`config.mk`:
```
export PLATFORM = sky130hd
export DESIGN_NAME = uart_tx_fifo
export DESIGN_NICKNAME = d
export VERILOG_FILES = /design/src/rtl/uart_tx_fifo.sv
export SDC_FILE = /design/constraint.sdc
export NUM_CORES = 1
export LEC_CHECK = 0
export CORE_MARGIN = 2
export CORE_UTILIZATION = 55
export CTS_CLUSTER_SIZE = 40
export DETAILED_ROUTE_END_ITERATION = 7
export DONT_BUFFER_PORTS = 1
export GPL_ROUTABILITY_DRIVEN = 0
export GPL_TIMING_DRIVEN = 1
export PLACE_DENSITY_LB_ADDON = 0.12
export REMOVE_ABC_BUFFERS = 1
export SLEW_MARGIN = 15
export SYNTH_ARGS = -nofsm -noshare
export SYNTH_HDL_FRONTEND = slang
export SYNTH_SLANG_ARGS = --single-unit
export TNS_END_PERCENT = 20
```
`constraint.sdc`:
```
create_clock -name clk -period 2.8 [get_ports clk]
set_clock_uncertainty 0.1 [all_clocks]
set_input_delay 0.14 -clock clk [delete_from_list [all_inputs] [get_ports clk]]
set_output_delay 0.14 -clock clk [all_outputs]
set_load 0.02 [all_outputs]
```
`src/rtl/uart_tx_fifo.sv`:
```
// Buffered 8N1 UART transmitter: a small byte FIFO fed over valid/ready,
// drained by a start/data/stop shifter that drives a registered serial line.
module uart_tx_fifo #(
    parameter int CLK_FREQ   = 50_000_000,
    parameter int BAUD_RATE  = 115200,
    parameter int FIFO_DEPTH = 4
) (
    input  logic                         clk,
    input  logic                         rst,
    input  logic [7:0]                   data_i,
    input  logic                         valid_i,
    output logic                         ready_o,
    output logic                         tx_o,
    output logic                         busy_o,
    output logic [$clog2(FIFO_DEPTH):0]  count_o
);

    localparam int CLKS_PER_BIT = CLK_FREQ / BAUD_RATE;
    localparam int CNT_W        = (CLKS_PER_BIT > 1) ? $clog2(CLKS_PER_BIT) : 1;
    localparam int PTR_W        = $clog2(FIFO_DEPTH);

    localparam logic [CNT_W-1:0] BAUD_LAST = CNT_W'(CLKS_PER_BIT - 1);
    localparam logic [PTR_W:0]   DEPTH_C   = (PTR_W + 1)'(FIFO_DEPTH);

    typedef enum logic [1:0] {IDLE, START, DATA, STOP} state_t;

    state_t             state, state_n;
    logic [CNT_W-1:0]   cnt, cnt_n;
    logic [2:0]         idx, idx_n;
    logic [7:0]         shift, shift_n;
    logic               tx_q, tx_n;
    logic               pop;
    logic               push;
    logic               baud_last;

    logic [7:0]         mem [FIFO_DEPTH];
    logic [PTR_W-1:0]   head, tail;
    logic [PTR_W:0]     count;

    // Accept decisions use only the registered count, never a same-cycle pop.
    assign ready_o   = (count < DEPTH_C);
    assign push      = valid_i && ready_o;
    assign baud_last = (cnt == BAUD_LAST);

    assign tx_o    = tx_q;
    assign count_o = count;
    assign busy_o  = (state != IDLE) || (count != '0);

    // FIFO storage; contents need no reset because the pointers define validity.
    always_ff @(posedge clk) begin
        if (push) begin
            mem[tail] <= data_i;
        end
    end

    // FIFO pointers and occupancy; pointers wrap naturally at a power-of-two depth.
    always_ff @(posedge clk) begin
        if (rst) begin
            head  <= '0;
            tail  <= '0;
            count <= '0;
        end else begin
            if (push) begin
                tail <= tail + PTR_W'(1);
            end
            if (pop) begin
                head <= head + PTR_W'(1);
            end
            case ({push, pop})
                2'b10:   count <= count + (PTR_W + 1)'(1);
                2'b01:   count <= count - (PTR_W + 1)'(1);
                default: count <= count;
            endcase
        end
    end

    // Transmitter state register; the line level is registered so it never glitches.
    always_ff @(posedge clk) begin
        if (rst) begin
            state <= IDLE;
            cnt   <= '0;
            idx   <= '0;
            tx_q  <= 1'b1;
        end else begin
            state <= state_n;
            cnt   <= cnt_n;
            idx   <= idx_n;
            tx_q  <= tx_n;
        end
    end

    // Shift register holds the byte being sent; loaded only on a pop.
    always_ff @(posedge clk) begin
        shift <= shift_n;
    end

    // Next-state logic: bit timing, bit index, FIFO pop and next line level.
    always_comb begin
        state_n = state;
        cnt_n   = cnt;
        idx_n   = idx;
        shift_n = shift;
        tx_n    = tx_q;
        pop     = 1'b0;
        case (state)
            IDLE: begin
                tx_n = 1'b1;
                if (count != '0) begin
                    pop     = 1'b1;
                    state_n = START;
                    cnt_n   = '0;
                    shift_n = mem[head];
                    tx_n    = 1'b0;
                end
            end
            START: begin
                if (baud_last) begin
                    state_n = DATA;
                    cnt_n   = '0;
                    idx_n   = 3'd0;
                    tx_n    = shift[0];
                end else begin
                    cnt_n = cnt + CNT_W'(1);
                end
            end
            DATA: begin
                if (baud_last) begin
                    cnt_n = '0;
                    if (idx == 3'd7) begin
                        state_n = STOP;
                        tx_n    = 1'b1;
                    end else begin
                        idx_n = idx + 3'd1;
                        tx_n  = shift[idx + 3'd1];
                    end
                end else begin
                    cnt_n = cnt + CNT_W'(1);
                end
            end
            STOP: begin
                if (baud_last) begin
                    cnt_n = '0;
                    if (count != '0) begin
                        pop     = 1'b1;
                        state_n = START;
                        shift_n = mem[head];
                        tx_n    = 1'b0;
                    end else begin
                        state_n = IDLE;
                        tx_n    = 1'b1;
                    end
                end else begin
                    cnt_n = cnt + CNT_W'(1);
                end
            end
            default: begin
                state_n = IDLE;
                tx_n    = 1'b1;
            end
        endcase
    end

endmodule

```
==> flow_summary.ini, run 1 <==
[timing]
final_hold_vio_count = 0
slew_violations = 0
timing.final.crit_period_ns = 2.68
maxSlewHeadroom_pct = 37.8
worst_slew_pin_slew_ns = 0.930
final-setup-viol-count = 0
totalNegativeSetupSlack_ns = 0
fmax_mhz = 374
grt_setup_unrepaired = false
finalWorstSetupSlack_ns = 0.125
crit_share_post_route_pct = 95.5

[yosys]
yosysSeqAreaShare_pct = 58.2
netlist_area_before_placement_sq_um = 2890
avgSynthCellArea_sq_um = 13.4
synthArstFlopShare_pct = 0
yosys-top-cells-area = edfxtp_1 (42%), dfxtp_1 (17%), mux4_2 (7.8%)
ys.flop_type = edfxtp_1
synth_top_area_share_pct = 41.5
synth.largest_area_cell = edfxtp_1
synthesis.instances = 215
synthesis.yosys.warnings = 0
yosysUniqueCellTypes = 46
synth_edf_count = 40
ys_ff_latch = 64

[clocking]
clk_transition_reported_paths_ns = 0.08
ctsRootBufferMaster = clkbuf_8
clkSinkCount = 64
clock_tree.buffer_depth = 2
clock_tree.htree_level_count = 3
worst_skew_pair.late_latency_ns = 0.33
cts_buffers = 9
cts_tree = built

[cells_and_area]
design.final.nets = 259
area.growth.synth_to_final_pct = 15.3
final_cell_mix = edfxtp_1 (40), dfxtp_1 (22), nor2_1 (21), ha_1 (13), inv_1 (12)
commonest_non_fill_non_tap_cell_in_the_layout = edfxtp_1
share_of_layout_cells_above_drive_strength_1_pct = 20.2
layout.cells.non_filler = 308
num_antenna_cells = 0

[setup_path]
criticalPathCategory = flip-flop to flip-flop
worstPathMaxFanout = 5
critPathArrivalTime_ns = 2.82
crit_required_ns = 2.94
timing.critical_path.from_type = flip-flop
cp-end-kind = flip-flop

[worst_hold_path]
min_delay_worst_type = input port to flip-flop

[grt]
grt_remaining_overflow = 0
groute.usage.overall_pct = 19.4
grt_pass1_wl_microns = 8680
pin_count_of_the_biggest_net_entering_global_routing = 25
first_global_vias = 1765
antenna_found_initial = 0

[drt]
avgViaCountPerCell = 5.66
route.final.wire_length_microns = 5240
first_iter_violations = 111
num_vias = 1742
wire_per_inst_microns = 17.0
drc = 0
detailedRoute.firstPassIterationCount = 6
drtAntennaViolNets = 0

[place]
hpwlAfterDp_microns = 3620
pre_cts_ws_ns = -0.0177
dp.cells = 283
portBuffers = 0

[die]
die_height_microns = 76.5
coreArea_sq_um = 5070
rows = 26
floorplan.initialDensity_pct = 57.0
chipWidth_microns = 76.5
num_io_pins = 17
die_area_sq_um = 5850

[status]
status = finished, final reports clean

[power_and_ir_drop]
power.total_uw = 3520
vdd.ir_drop.worst_v = 0.000721
total_leakage_power_uw = 0.00113
powerDensity_nw_per_um2 = 1060

[run]
maxCapViolCount = 0
## registers in the layout (all words and copies together), names as in the netlist, named ones only
signal / count
idx: 3
tx_o: 1
cnt: 9
count_o: 3
mem: 32
state: 2
shift: 8
head: 2
tail: 2
## per-layer routing
layer | GRT usage, % | routed length, microns
met4 | 10.9 | 113
met2 | 31.8 | 2660
met1 | 23.9 | 2300
met3 | 4.03 | 172
met5 | 0 | 0
## worst max-delay path, stage by stage (launching register included)
cell	delay [ns]
dfxtp_2	0.34
inv_1	0.14
ha_4	0.23
or2_1	0.25
o21ba_4	0.26
ha_1	0.18
inv_1	0.06
fa_1	0.38
xor2_1	0.17
or3_1	0.32
a21oi_1	0.15
## layout make-up
type / count / area, sq um
Tap cell: 70 / 87.6
Clock inverter: 7 / 119
Multi-Input combinational cell: 129 / 1130
Sequential cell: 64 / 1680
Fill cell: 378 / 1740
Timing Repair Buffer: 15 / 135
Inverter: 14 / 55.1
Clock buffer: 9 / 124
## report_power, final
| group | internal (uW) | total [uW] | switching [uW] | leakage [uW] |
|---|---|---|---|---|
| Clock | 593 | 957 | 365 | 0.000116 |
| Combinational | 498 | 1190 | 691 | 0.000448 |
| Sequential | 1250 | 1380 | 123 | 0.000565 |
| Total | 2340 | 3520 | 1180 | 0.00113 |
## cell usage after synthesis (3+ instances only)
cell type  number
a21oi_1        11
mux4_2         10
nor2_1         21
edfxtp_1       40
nor3_1          4
nand2_1         6
o21ai_1         3
inv_1          13
dfxtp_1        24
and2_1          4
nor2b_1         3
ha_1           14
o21ai_0         4
nand3_1         7
mux2i_1         4
clkbuf_1        3
a311oi_1        7
## path summary, 6_finish.rpt
check | startpoint | to | slack [ns] | cells past startpoint
worst max-delay path | state[1] | count_o[2] | 0.12 | 10
worst min-delay path | rst | head[1] | 0.05 | 3
worst max register to register | state[1] | count_o[2] | 0.12 | 10
worst min register to register | idx[1] | idx[1] | 0.39 | 2
## cell families (layout without fill, tap and decap cells)
group	after synthesis	after routing	share of synthesized area [%]
buffers and inverters	22	45	3.42
XOR/XNOR	4	4	1.21
AND/OR/NAND/NOR	61	61	12.2
flip-flops	64	64	58.2
multiplexers	14	14	9.17
AO/OA/AOI/OAI	35	35	9.04
adder cells (fa/ha/maj)	15	15	6.75
## through the flow
step | instance area, sq um | hold slack, ns | utilization [%]
global placement | 2980 | 0.118 | 58.7
floorplan | 2850 | 0.109 | -
detailed placement | 2980 | 0.114 | 58.7
global route | 3330 | 0.0692 | 65.7
finish | 3330 | 0.0547 | 65.7
CTS | 3320 | 0.0438 | 65.5
## repair_timing
action	in CTS	in global routing
setup endpoints to repair	1	1
pin swaps	0	0
resized for setup	3	2
setup buffers	0	0
hold buffers	9	0
hold endpoints to repair	56	0
(Power assumes the default switching activity.)
==> run 2: changes to the inputs <==
- ABC_AREA: unset -> 1
- CORE_UTILIZATION: 55 -> 25
==> run 2 against run 1 <==
  * Sequential share of layout area decreased by 3.3 points
  * Wire length increased by 13%
  * Maximum frequency rose by 7.1%
  * Highest routed layer unchanged
  * Via count grew 14%
  * Clock power rose by 41%
==> flow_summary.ini, run 2 <==
[status]
status = finished, final reports clean

[setup_path]
criticalPathCategory = flip-flop to flip-flop
crit-reg2reg-launch = state[1]
timing.critical_path.from_type = flip-flop
crit_required_ns = 2.92
critical_path.endpoint = count_o[2]
regToRegEndpoint = count_o[2]
worst-r2r-setup-slack_ns = 0.30
critPathArrivalTime_ns = 2.62
cp-end-kind = flip-flop
startpoint = state[1]
worstPathMaxFanout = 5
reg2regPathDepth = 14

[cells_and_area]
number_of_flip_flops_in_the_largest_register = 32
largest_registers = mem x32, cnt x9, shift x8
area.growth.synth_to_final_pct = 23.8
share_of_layout_cells_above_drive_strength_1_pct = 11.5
multi_input_combinational_cell_area_sq_um = 1030
num_antenna_cells = 0
top_register = mem
final_cell_mix = nand2_1 (41), edfxtp_1 (40), inv_1 (37), nor2_1 (30), o21ai_0 (29)
layout.cells.non_filler = 464
commonest_non_fill_non_tap_cell_in_the_layout = nand2_1
seq_area_sq_um = 1680
final.fill_count = 1196
design.final.nets = 343

[drt]
avgViaCountPerCell = 4.28
num_vias = 1988
route.final.wire_length_microns = 5920
wire_per_inst_microns = 12.8
detailedRoute.firstPassIterationCount = 4
drc = 0
drtAntennaViolNets = 0
first_iter_violations = 80

[place]
portBuffers = 0
hpwlAfterDp_microns = 4130
dp.cells = 440

[grt]
groute.usage.overall_pct = 10.6
pin_count_of_the_biggest_net_entering_global_routing = 18
grt_pass1_wl_microns = 10000
grt_remaining_overflow = 0
first_global_vias = 2008
antenna_found_initial = 0

[timing]
final_hold_vio_count = 0
timing.final.crit_period_ns = 2.50
fmax_mhz = 401
maxSlewHeadroom_pct = 65.0
totalNegativeSetupSlack_ns = 0
worst_slew_pin_slew_ns = 0.523
grt_setup_unrepaired = false
crit_share_post_route_pct = 89.2
slew_violations = 0
final-setup-viol-count = 0

[yosys]
avgSynthCellArea_sq_um = 9.86
ys_ff_latch = 64
synth.largest_area_cell = edfxtp_1
yosysMostFrequentCell = nand2_1
synthArstFlopShare_pct = 0
yosysUniqueCellTypes = 28
synth_commonest_cells = nand2_1 (41), edfxtp_1 (40), inv_1 (37)
synthesis.instances = 292
netlist_area_before_placement_sq_um = 2880
yosys-top-cells-area = edfxtp_1 (42%), dfxtp_1 (17%), ha_1 (6.1%)
yosysSeqAreaShare_pct = 58.4
synth_edf_count = 40
synthesis.yosys.warnings = 0
ys.flop_type = edfxtp_1
synth_top_area_share_pct = 41.7

[clocking]
clkSinkCount = 64
worst_skew_pair.late_latency_ns = 0.33
clk_transition_reported_paths_ns = 0.05
cts_tree = built
cts_buffers = 9
clock_tree.htree_level_count = 3
ctsRootBufferMaster = clkbuf_16
clock_tree.buffer_depth = 2

[worst_hold_path]
min_delay_worst_type = input port to flip-flop
worstHoldPathCells = 2

[die]
num_io_pins = 17
rows = 39
die_area_sq_um = 12400
floorplan.initialDensity_pct = 25.4
coreArea_sq_um = 11300
chipWidth_microns = 111
die_height_microns = 111

[run]
maxCapViolCount = 0

[power_and_ir_drop]
total_leakage_power_uw = 0.00135
vdd.ir_drop.worst_v = 0.000319
powerDensity_nw_per_um2 = 1030
-- run 2: report_power, final --
part	switching, uW	leakage, uW	total, uW	internal (uW)
Clock	399	0.000173	1350	952
Sequential	100	0.000565	1340	1240
Combinational	647	0.000616	971	323
Total	1150	0.00135	3660	2520
-- run 2: metal layers --
layer  vias up  global-route usage, %  share of wire, %
met5         -                      0                 0
met3        11                   3.99               3.6
met4         0                   5.93               2.4
met1       916                   12.7                47
li1       1043                      -                 -
met2        18                   16.4                47
-- run 2: worst min-delay path by stage --
stage                  from        end  slack [ns]
finish              valid_i    tail[0]        0.08
global route        valid_i    tail[1]        0.12
CTS                 valid_i    tail[0]        0.08
detailed placement      rst     cnt[4]        0.11
global placement        rst     cnt[4]        0.11
floorplan               rst  flip-flop        0.11
-- run 2: worst max-delay path, stage by stage (launching register included) --
cell	delay, ns
dfxtp_1	0.39
inv_1	0.10
ha_1	0.29
inv_1	0.08
nand2_1	0.09
a21oi_2	0.16
nand2_4	0.09
clkinv_4	0.06
ha_1	0.13
inv_1	0.06
fa_1	0.37
a21oi_1	0.14
o21ai_0	0.11
o21ai_0	0.15
a21oi_1	0.06
-- run 2: timing repair --
item                                    in CTS  in global routing
endpoints found under the setup margin       0                  1
hold buffers                                 9                  0
setup buffers                                0                  0
resized for setup                            0                  2
endpoints found under the hold margin       43                  0
-- run 2: cell families after synthesis --
| kind of cell | after synthesis | synth area share [%] |
|---|---|---|
| simple gates | 103 | 16.2 |
| buf+inv | 43 | 5.78 |
| xor+xnor | 1 | 0.304 |
| fa+ha+maj | 15 | 6.78 |
| compound gates | 66 | 12.5 |
| flops | 64 | 58.4 |
-- run 2: layout make-up --
class / instances / share of cell area (%)
sequential: 64 / 47.2
tap: 143 / 5.02
clock inverter: 6 / 3.72
inverter: 39 / 4.25
clock buffer: 9 / 6.32
timing repair buffer: 18 / 4.43
multi-input combinational: 185 / 29.0
-- run 2: per-stage QoR --
step / total power, uW / hold slack, ns / area, sq um / setup WS (ns) / utilization, %
after floorplan: 2020 / 0.107 / 2860 / 0.362 / -
after global placement: 2340 / 0.112 / 3110 / 0.240 / 27.5
after detailed placement: 2340 / 0.113 / 3110 / 0.185 / 27.5
after CTS: 3740 / 0.0773 / 3560 / 0.183 / 31.4
after global routing: 3940 / 0.117 / 3560 / 0.0431 / 31.5
final: 3660 / 0.0830 / 3560 / 0.303 / 31.5
==> run 3: changes to the inputs <==
- CTS_BUF_LIST: unset -> sky130_fd_sc_hd__clkbuf_4 sky130_fd_sc_hd__clkbuf_8
- SLEW_MARGIN: 15 -> unset
==> run 3 against run 2 <==
  * Via count down 0.25%
  * Count of clock-buffer cells in the layout unchanged
  * Sequential power about the same
  * Non-clock buffer count unchanged
  * Power down 8.6%
  * Combinational power about the same
  * Die area unchanged
  * Cell area down 2.8%
  * Critical path type unchanged
  * Critical endpoint unchanged
  * Highest routed layer unchanged
==> flow_summary.ini, run 3 (synthesized netlist as in run 2, its figures left out) <==
[timing]
slew_violations = 0
final-setup-viol-count = 0
timing.final.crit_period_ns = 2.50
fmax_mhz = 400
final_hold_vio_count = 0
crit_share_post_route_pct = 89.2
grt_setup_unrepaired = false
totalNegativeSetupSlack_ns = 0
worst_slew_pin_slew_ns = 0.517
maxSlewHeadroom_pct = 65.4

[setup_path]
crit_required_ns = 2.94
worst_path_largest_cell_delay_ns = 0.39
crit-reg2reg-launch = state[1]
timing.critical_path.mode_cell = inv_1
worst-r2r-setup-slack_ns = 0.30
critPathArrivalTime_ns = 2.64
criticalPathCategory = flip-flop to flip-flop
startpoint = state[1]
cp-end-kind = flip-flop
worstPathCellList = inv_1 -> ha_1 -> inv_1 -> nand2_1 -> a21oi_2 -> nand2_4 -> clkinv_4 -> ha_1 -> inv_1 -> fa_1 -> a21oi_1 -> o21ai_0 -> o21ai_0 -> a21oi_1
critical_path.slowest_cell = dfxtp_1
worstPathMaxFanout = 5
timing.critical_path.from_type = flip-flop

[drt]
route.final.wire_length_microns = 5900
drtAntennaViolNets = 0
avgViaCountPerCell = 4.27
num_vias = 1983
detailedRoute.firstPassIterationCount = 4
drc = 0
wire_per_inst_microns = 12.7
first_iter_violations = 91

[worst_hold_path]
min_delay_worst_type = input port to flip-flop
worst_min_path_start = rst

[cells_and_area]
final.fill_count = 1208
number_of_flip_flops_in_the_largest_register = 32
num_antenna_cells = 0
largest_registers = mem x32, cnt x9, shift x8
postLayoutCellArea_sq_um = 3460
top_register = mem
final_cell_mix = nand2_1 (41), edfxtp_1 (40), inv_1 (37), nor2_1 (30), o21ai_0 (29)
area.growth.synth_to_final_pct = 20.3
design.final.nets = 343
share_of_layout_cells_above_drive_strength_1_pct = 11.5
commonest_non_fill_non_tap_cell_in_the_layout = nand2_1

[grt]
pin_count_of_the_biggest_net_entering_global_routing = 18
grt_remaining_overflow = 0
first_global_vias = 1998
antenna_found_initial = 0
groute.usage.overall_pct = 10.5
grt_pass1_wl_microns = 9910

[power_and_ir_drop]
comb_power_share_pct = 28.9
powerDensity_nw_per_um2 = 967
total_leakage_power_uw = 0.00131
vdd.ir_drop.worst_v = 0.000320
p_int_uw = 2240
power_frac_clock_pct = 31.1
power_switching_uw = 1110
p_seq_share_pct = 40.0
switching_share_pct = 33.2

[die]
floorplan.initialDensity_pct = 25.4
coreArea_sq_um = 11300
die_height_microns = 111
die_area_sq_um = 12400
chipWidth_microns = 111
num_io_pins = 17
rows = 39

[clocking]
cts_tree = built
clk_transition_reported_paths_ns = 0.07
clkSinkCount = 64
cts_buffers = 9
worst_skew_pair.late_latency_ns = 0.36
clock_tree.htree_level_count = 3
clock_tree.buffer_depth = 2
post-cts-setup-buffers = 0
ctsRootBufferMaster = clkbuf_8

[status]
status = finished, final reports clean

[place]
placedInstanceArea_sq_um = 3110
portBuffers = 0
hpwlAfterDp_microns = 4130

[run]
maxCapViolCount = 0
[run 3: cell count changes in the layout (fill, tap and decap cells not counted)]
cell       change
clkbuf_16      -9
clkbuf_8       +9
[run 3: timing repair]
action | in CTS | in global routing
hold endpoints to repair | 43 | 0
gates resized for setup | 0 | 2
hold buffers | 9 | 0
setup endpoints to repair | 0 | 1
[run 3: per-stage QoR]
| step | power, uW | worst slack (ns) | instances | util, % | hold slack [ns] |
|---|---|---|---|---|---|
| CTS | 3410 | 0.181 | 464 | 30.5 | 0.0516 |
| floorplan | 2020 | 0.362 | 288 | - | 0.107 |
| global route | 3610 | 0.0435 | 464 | 30.6 | 0.0898 |
| detailed placement | 2340 | 0.185 | 440 | 27.5 | 0.113 |
| finish | 3350 | 0.302 | 464 | 30.6 | 0.0652 |
| global placement | 2340 | 0.240 | 440 | 27.5 | 0.112 |
[run 3: power groups by stage]
| stage | logic (uW) | registers (uW) | clock network [uW] |
|---|---|---|---|
| finish | 969 | 1340 | 1040 |
| global placement | 975 | 1360 | 0 |
| floorplan | 650 | 1370 | 0 |
| detailed placement | 973 | 1360 | 0 |
| CTS | 993 | 1340 | 1080 |
| global route | 1140 | 1360 | 1110 |
[run 3: path summary, 6_finish.rpt]
kind | endpoint | cells after the start
worst max register to register | count_o[2] | 14
worst max-delay path | count_o[2] | 14
worst min-delay path | cnt[6] | 3
worst min register to register | cnt[7] | 2
[run 3: area by class of cell]
type,instances,area [sq um],area share (%)
inverters,39,151,4.37
well taps,143,179,5.17
flip-flops and latches,64,1680,48.6
clock inverters,6,133,3.83
repair buffers,18,158,4.56
clock buffers,9,124,3.58
multi-input cells,185,1030,29.9
[run 3: layer usage]
layer / track usage [%] / routed length, microns / up-vias
met2: 16.4 / 2740 / 18
met4: 5.68 / 112 / 0
met1: 12.6 / 2800 / 916
met3: 3.83 / 248 / 9
met5: 0 / 0 / -
li1: - / - / 1040
[run 3: critical path: cells and delay by family, from the launching register on]
family                   cells  cell delay (ns)
AO/OA/AOI/OAI                5             0.62
AND/OR/NAND/NOR              2             0.18
buffers and inverters        4             0.30
adder cells (fa/ha/maj)      3             0.79
flip-flops                   1             0.39
